`config.mk`:
```
export PLATFORM = sky130hd
export DESIGN_NAME = ece385_serial_cmp
export DESIGN_NICKNAME = d
export VERILOG_FILES = /design/src/rtl/ece385_serial_cmp_pkg.sv /design/src/rtl/ece385_serial_cmp_slice.sv /design/src/rtl/ece385_serial_cmp.sv
export SDC_FILE = /design/constraint.sdc
export NUM_CORES = 1
export LEC_CHECK = 0
export BUFFER_PORTS_ARGS = -buffer_cell sky130_fd_sc_hd__buf_4
export CAP_MARGIN = 5
export CORE_ASPECT_RATIO = 0.6
export CORE_MARGIN = 4
export CORE_UTILIZATION = 57
export DETAILED_ROUTE_END_ITERATION = 8
export GPL_TIMING_DRIVEN = 1
export PLACE_DENSITY = 0.86
export SKIP_CTS_REPAIR_TIMING = 1
export SLEW_MARGIN = 20
export SYNTH_ARGS = -nofsm -noshare
export SYNTH_HDL_FRONTEND = slang
export SYNTH_SLANG_ARGS = --single-unit
```
`constraint.sdc`:
```
create_clock -name Clk -period 4 [get_ports Clk]
set_input_delay 0.2 -clock Clk [delete_from_list [all_inputs] [get_ports Clk]]
set_output_delay 0.2 -clock Clk [all_outputs]
set_load 0.02 [all_outputs]
```
`src/rtl/ece385_serial_cmp_pkg.sv`:
```
// Shared types for the serial nibble comparator: cascade result, FSM states
// and the cascade-input decode applied when operands are accepted.
package ece385_cmp_pkg;

    typedef enum logic [1:0] {
        CMP_EQ,
        CMP_GT,
        CMP_LT
    } cmp_t;

    typedef enum logic [1:0] {
        S_IDLE,
        S_RUN,
        S_DONE
    } state_t;

    // Contradictory or absent gt/lt cascade inputs resolve to EQ.
    function automatic cmp_t cmp_init(input logic gt, input logic eq, input logic lt);
        cmp_t r;
        r = CMP_EQ;
        if (eq)
            r = CMP_EQ;
        else if (gt && !lt)
            r = CMP_GT;
        else if (lt && !gt)
            r = CMP_LT;
        return r;
    endfunction

endpackage

```
`src/rtl/ece385_serial_cmp_slice.sv`:
```
// One 7485-style nibble stage: a differing nibble decides, an equal one
// passes the cascade through.
module ece385_cmp_slice
    import ece385_cmp_pkg::*;
(
    input  logic [3:0] a_i,
    input  logic [3:0] b_i,
    input  cmp_t       cmp_i,
    output cmp_t       cmp_o
);

    always_comb begin
        cmp_o = cmp_i;
        if (a_i > b_i)
            cmp_o = CMP_GT;
        else if (a_i < b_i)
            cmp_o = CMP_LT;
    end

endmodule

```
`src/rtl/ece385_serial_cmp.sv`:
```
// Multi-nibble magnitude comparator that walks the operands LSB nibble first
// through a single slice, with valid/ready handshakes on both sides.
module ece385_serial_cmp
    import ece385_cmp_pkg::*;
#(
    parameter int WIDTH = 16
) (
    input  logic             Clk,
    input  logic             Reset,
    input  logic             in_valid,
    output logic             in_ready,
    input  logic [WIDTH-1:0] A,
    input  logic [WIDTH-1:0] B,
    input  logic             A_gt_B_in,
    input  logic             A_eq_B_in,
    input  logic             A_lt_B_in,
    output logic             out_valid,
    input  logic             out_ready,
    output logic             A_gt_B_out,
    output logic             A_eq_B_out,
    output logic             A_lt_B_out
);

    localparam int NIBBLES = WIDTH / 4;
    localparam int CW      = $clog2(NIBBLES) + 1;
    localparam logic [CW-1:0] LAST = CW'(NIBBLES - 1);

    if ((WIDTH < 4) || ((WIDTH % 4) != 0)) begin : g_bad_width
        $error("ece385_serial_cmp: WIDTH must be a multiple of 4 and >= 4");
    end

    state_t           state_q, state_d;
    cmp_t             acc_q, acc_d;
    logic [CW-1:0]    cnt_q, cnt_d;
    logic [WIDTH-1:0] a_q, a_d, b_q, b_d;
    logic             ov_q, ov_d;
    logic [2:0]       res_q, res_d;

    logic [WIDTH-1:0] a_sh, b_sh;
    cmp_t             slice_cmp;

    assign a_sh = a_q >> {cnt_q, 2'b00};
    assign b_sh = b_q >> {cnt_q, 2'b00};

    ece385_cmp_slice u_slice (
        .a_i   (a_sh[3:0]),
        .b_i   (b_sh[3:0]),
        .cmp_i (acc_q),
        .cmp_o (slice_cmp)
    );

    always_comb begin
        state_d = state_q;
        acc_d   = acc_q;
        cnt_d   = cnt_q;
        a_d     = a_q;
        b_d     = b_q;
        ov_d    = ov_q;
        res_d   = res_q;
        case (state_q)
            S_IDLE: begin
                if (in_valid) begin
                    a_d     = A;
                    b_d     = B;
                    cnt_d   = '0;
                    acc_d   = cmp_init(A_gt_B_in, A_eq_B_in, A_lt_B_in);
                    state_d = S_RUN;
                end
            end
            S_RUN: begin
                acc_d = slice_cmp;
                cnt_d = cnt_q + 1'b1;
                // Outputs are loaded here so they come straight from flops in DONE.
                if (cnt_q == LAST) begin
                    state_d = S_DONE;
                    ov_d    = 1'b1;
                    res_d   = {slice_cmp == CMP_GT, slice_cmp == CMP_EQ, slice_cmp == CMP_LT};
                end
            end
            S_DONE: begin
                if (out_ready) begin
                    state_d = S_IDLE;
                    ov_d    = 1'b0;
                    res_d   = '0;
                end
            end
            default: begin
                state_d = S_IDLE;
                ov_d    = 1'b0;
                res_d   = '0;
            end
        endcase
    end

    always_ff @(posedge Clk) begin
        if (Reset) begin
            state_q <= S_IDLE;
            acc_q   <= CMP_EQ;
            cnt_q   <= '0;
            a_q     <= '0;
            b_q     <= '0;
            ov_q    <= 1'b0;
            res_q   <= '0;
        end else begin
            state_q <= state_d;
            acc_q   <= acc_d;
            cnt_q   <= cnt_d;
            a_q     <= a_d;
            b_q     <= b_d;
            ov_q    <= ov_d;
            res_q   <= res_d;
        end
    end

    assign in_ready   = (state_q == S_IDLE) && !Reset;
    assign out_valid  = ov_q;
    assign A_gt_B_out = res_q[2];
    assign A_eq_B_out = res_q[1];
    assign A_lt_B_out = res_q[0];

endmodule
```
---- Word level (Yosys, flattened, before mapping) ----
Index checks and enable logic that the tools add are counted.
operators by class
  eq/ne operators ......................... 8
  multiplexer cells ....................... 19
  $lt $le $gt $ge ......................... 2
  shift operators ......................... 2
  bitwise gates (word level) .............. 1
  add/subtract/negate cells ............... 1
  reduce and logical (&&, ||, !) cells .... 13
operators by type and width
  cell                                           number
  >> shifter 16 x 5 -> 4 bit                     2
  2-to-1 mux 2 bit                               9
  2-to-1 mux 3 bit                               3
  one-hot mux 3 bit (3 select lines)             1
  inequality test 2 bit, second input constant   3
  one-hot mux 2 bit (3 select lines)             1
  one-hot mux 3 bit (2 select lines)             1
  AND reduction 3 bit                            2
  == test 2 x 1 -> 1 bit, second input constant  2
  == test 2 bit, second input constant           2
  greater-than comparator 4 bit                  1
  logical NOT 2 bit                              2
  less-than comparator 4 bit                     1
  one-hot mux 2 bit (2 select lines)             1
  AND reduction 2 bit                            2
  adder 3 x 1 -> 3 bit, second input constant    1
  == test 3 x 2 -> 1 bit, second input constant  1
  logical AND 1 bit                              3
  logical NOT 1 bit                              3
  one-hot mux 1 bit (3 select lines)             1
  2-to-1 mux 1 bit                               2
  nonzero test 2 bit                             1
  inverter 1 bit                                 1
word-level totals
  output and inout bits ................... 5
  word-level logic and storage cells ...... 53
  bits in registers ....................... 43
  input port bits ......................... 39

---- Depth between registers and ports, before layout ----
  word-level depth ........................ 7
  gate-level depth with buffers ........... 8
  gate-level depth less buffers ........... 7

---- Cells and area by module ----
Synthesis repeated with hierarchy kept, for this count alone.
second synthesis, totals
  cell total of the unflattened synthesis .. 228
  area, all modules ....................... 1929.4 sq um
modules (own cells, without submodules)
  module             cells each  seq. area each (sq um)  area an instance (sq um)  instances
  ece385_serial_cmp  212         860.8                   1813.0                    1
  ece385_cmp_slice   16          0.0                     116.4                     1

---- Least setup slack after synthesis ----
OpenSTA, ideal clock, no wires.
  path type ............................... register -> register
  start ................................... register cnt_q[0]
  end ..................................... register res_q[0]
  period minus slack after synthesis ...... 2352 ps
  required time ........................... 3883 ps
  data arrival time ....................... 2235 ps
  library setup time ...................... 117 ps
  stages on the path, launching flop included .. 9
  path slack .............................. 1648 ps
  path buffers ............................ 1
  cells stage by stage .................... dfxtp_1 > buf_2 > mux4_2 > and2_1 > ha_1 > and3_1 > and3b_1 > a22o_1 > a22o_1
between the ends
  word-level cells in the longest chain between the ends .. 7
  elaborated cells between the ends (all ways) .. 12
  classes of those cells .................. order compare (2); eq/ne (3); shift (2); mux (4); reduce/logical (1)
ends and longest elaborated chain
  item                                           RTL line                                          source
  start: declaration                             ece385_serial_cmp.sv:34                           logic [CW-1:0] cnt_q, cnt_d;
  start signal: assignment                       ece385_serial_cmp.sv:107                          cnt_q <= cnt_d;
  >> shifter 16 x 5 -> 4 bit (on tied branches)  ece385_serial_cmp.sv:42, ece385_serial_cmp.sv:43
  less-than comparator 4 bit                     ece385_serial_cmp_slice.sv:16                     else if (a_i < b_i)
  2-to-1 mux 2 bit                               ece385_serial_cmp_slice.sv:16
  2-to-1 mux 2 bit                               ece385_serial_cmp_slice.sv:14                     if (a_i > b_i)
  == test 2 bit                                  ece385_serial_cmp.sv:77                           res_d = {slice_cmp == CMP_GT, slice_cmp == CMP_EQ, slice_cmp == CMP_LT};
  2-to-1 mux 3 bit                               ece385_serial_cmp.sv:74                           if (cnt_q == LAST) begin
  one-hot mux 3 bit (3 select lines)             ece385_serial_cmp.sv:60                           case (state_q)
  end signal: assignment                         ece385_serial_cmp.sv:111                          res_q <= res_d;
  end: declaration                               ece385_serial_cmp.sv:37                           logic [2:0] res_q, res_d;
Several ways; a longest one is shown, not always the timed one. The select of a mux whose other input is x is not followed.
A chain may end at the register's enable or synchronous reset.

---- Final worst setup path ----
  start ................................... register cnt_q[0]
  end ..................................... register res_q[1]
between the ends
  word-level cells in the longest chain between the ends .. 7
  elaborated cells between the ends (all ways) .. 12
  classes of those cells .................. order compare (2); eq/ne (2); shift (2); mux (4); reduce/logical (2)
ends and longest elaborated chain
  item                                           RTL line
  >> shifter 16 x 5 -> 4 bit (on tied branches)  ece385_serial_cmp.sv:42, ece385_serial_cmp.sv:43
  less-than comparator 4 bit                     ece385_serial_cmp_slice.sv:16
  2-to-1 mux 2 bit                               ece385_serial_cmp_slice.sv:16
  2-to-1 mux 2 bit                               ece385_serial_cmp_slice.sv:14
  logical NOT 2 bit                              ece385_serial_cmp.sv:77
  2-to-1 mux 3 bit                               ece385_serial_cmp.sv:74
  one-hot mux 3 bit (3 select lines)             ece385_serial_cmp.sv:60
Several ways; a longest one is shown, not always the timed one. The select of a mux whose other input is x is not followed.

==> metrics.txt <==
required arrival time at the worst endpoint 4.18 ns; die height 54.1 um; root buffer cell clkbuf_8; Seq/Total Area, Yosys 42.7%; worst-case headroom to the max-slew limit 54.4%; largest net degree at the start of global routing 45; initial antenna violation count 0; origin of the worst min-delay path A[15]; Cell variety after synth 37; starting density of the core 60.7%; ratio of cells with drive above 1 in the final layout 24.1%; final wirelength 4360 um; Routed Antenna Nets 0; TritonCTS clock tree done; Util after Layout 72.1%; transition time at the pin with the least slew margin 0.683 ns; synthesized area per cell 8.77 um2; number of synthesized flops with an enable pin 0; Setup crit end kind flop; slack of the worst reg-to-reg path 1.23 ns; worst hold slack after final layout 0.139 ns; gate count of the mapped netlist 230; result of the run completed; Clock Sink Count 43; leakage power total 0.948 nW; DP Worst Slack 1.36 ns; Std-Cell Rows 16; capturing element of the worst setup path res_q[1]; detailed-routing iteration count for the pre-antenna-repair pass 4; number of buffers on the longest clock path 2; Inserted Clock Buffers 5; number of inserted filler cells in the final layout 264; worst endpoint data arrival time 2.95 ns; path type of the worst min-delay path in2reg; simple-gate share of the synthesized area 22.9%; Final Wtd Congestion 0.792; RR Startpoint cnt_q[0]; DRC violation total after the first TritonRoute iteration 111; average vias per placed instance 5.53; Die Outline Area 0.00459 mm2; post-route minimum period 2.77 ns; final max-slew violation count 0; crit path setup slack, layout 1.23 ns; Crit Reg-Reg Endpoint res_q[1]; die width 84.8 um; number of flip-flops and latches in the synthesized netlist 43; area growth from synthesis to final layout 18.7%; Hold Violations, Final 0; XOR/XNOR Fraction of Synth Area 0%; most instantiated library cell after synthesis nand2_1; highest ir drop seen on vdd 236 uV; Synth Area in Adders 3.72%; post-DR wirelength/cell 14.0 um; area share of the largest cell type after synthesis 42.7%; mux cell area share after synthesis 9.42%; post-synthesis compound-gate area fraction 14.3%; count of inserted antenna diode cells 0; number of setup violations in the final report 0; number of primary I/O pins 44; H-tree depth reported by CTS 2; total nets after synthesis 275; core region area 0.00332 mm2; largest family of logic cells by synthesized area simple AND/OR/NAND/NOR gates; cell area after synthesis 0.00202 mm2; period utilization 69.2%; wire length of the first global-routing pass 7210 um; maximum achievable frequency 361 MHz; commonest cells in the synthesized netlist nand2_1 (72), dfxtp_1 (43), a21oi_1 (38); number of nets in the final layout 310; DRC Markers 0; areal power density over the cells 397 mW/mm2; Crit. Startpoint cnt_q[0]; Congestion Overflow GR 0; final total negative setup slack 0 ns; biggest area consumer among synthesized cells dfxtp_1; crit-path max FO 11; Final HPWL DP 3000 um; GR Util All Layers 20.7%; Final Skew 0.00865 ns; Critical Setup Path Class reg2reg; # Max-Cap Violations 0; setup repair after global routing missed its margin false; number of input and output port buffers inserted 43; top post-synthesis cells by area dfxtp_1 (43%), nand2_1 (13%), a21oi_1 (9.4%), mux4_2 (8.9%), ha_1 (3.7%); number of warnings reported in the yosys synthesis log 0; clock input transition at the sequential cells of the worst setup and hold paths 0.08 ns; vias in the first global route 1538; dominant synthesized flop cell dfxtp_1; count of cells along the worst register-to-register path 7; asr flop ratio synth 0%; via count 1720; element type at the critical path start flop; Skew-Pair Late Insertion Delay 0.30 ns
## layout make-up
class / instances / area (um2) / share of cell area, %
well taps: 45 / 56.3 / 2.35
repair buffers: 44 / 338 / 14.1
multi-input cells: 168 / 1020 / 42.4
inverters: 3 / 11.3 / 0.470
clock inverters: 3 / 43.8 / 1.83
clock buffers: 5 / 68.8 / 2.87
flip-flops and latches: 43 / 861 / 35.9
## power by group
part	switching [W]	total, W	internal, W
sequential	0.0000199	0.000471	0.000451
clock	0.000148	0.000334	0.000186
combinational	0.0000723	0.000147	0.0000745
## metal layers
layer / GRT usage, % / wire length, um / vias up
li1: - / - / 858
met1: 28.5 / 2140 / 801
met2: 31.4 / 1830 / 54
met3: 5.20 / 322 / 7
met4: 8.68 / 61 / 0
met5: 0 / 0 / -
## stage by stage
step / std cells / cell area (um2) / power, W
after floorplan: 230 / 2020 / 0.000580
after global placement: 302 / 2270 / 0.000615
after detailed placement: 302 / 2270 / 0.000620
after CTS: 310 / 2380 / 0.000954
after global routing: 311 / 2390 / 0.000998
final: 311 / 2390 / 0.000952
## worst max-delay path, cell delays in order, from the launching register on
cell and delay, ns:
dfxtp_1 0.70, mux4_2 0.59, and2_1 0.18, ha_1 0.30, nor2b_1 0.13, o211ai_1 0.29
a32oi_1 0.18, a32o_1 0.27
## worst min path at each step
stage	depth (start not counted)	endpoint
after global routing	3	a_q[1]
final	3	a_q[15]
after CTS	3	a_q[1]
after detailed placement	2	a_q[8]
after global placement	2	a_q[13]
after floorplan	2	a_q[0]
## flip-flops by register name, indices dropped and copies added (netlist names)
signal and count:
a_q 16, b_q 16, cnt_q 3, res_q 3, acc_q 2, state_q 2
out_valid 1
## cell families (layout without fill, tap and decap cells)
| group | Yosys count | count (layout) |
|---|---|---|
| and+or+nand+nor | 102 | 102 |
| AOI/OAI and AO/OA | 51 | 51 |
| DFF | 43 | 43 |
| buffers and inverters | 19 | 55 |
| muxes | 9 | 9 |
| adders and majority gates | 6 | 6 |
## placed cells by master, fill, tap and decap left out
cell	n
clkinv_1	1
mux2i_1	1
o211ai_1	1
nand2b_1	2
nor3b_1	1
clkbuf_8	5
clkinv_4	1
nor3_1	3
o22ai_1	1
nand4bb_1	1
mux4_2	8
nand2b_2	1
and2b_1	1
nand3_1	3
a32o_1	2
and3_1	1
dfxtp_1	43
and3b_1	1
a211o_1	1
nor2_1	8
nor2b_1	1
buf_4	43
a32oi_1	1
nand2_1	72
and2_1	4
buf_8	1
a22o_1	2
bufinv_16	1
clkinv_2	1
a211oi_1	1
or3b_2	1
ha_1	6
nor3_2	1
a21oi_1	38
nor3b_4	1
a31oi_1	2
o21ai_0	2
inv_1	2
No activity file was read; power rests on OpenSTA's default activity.
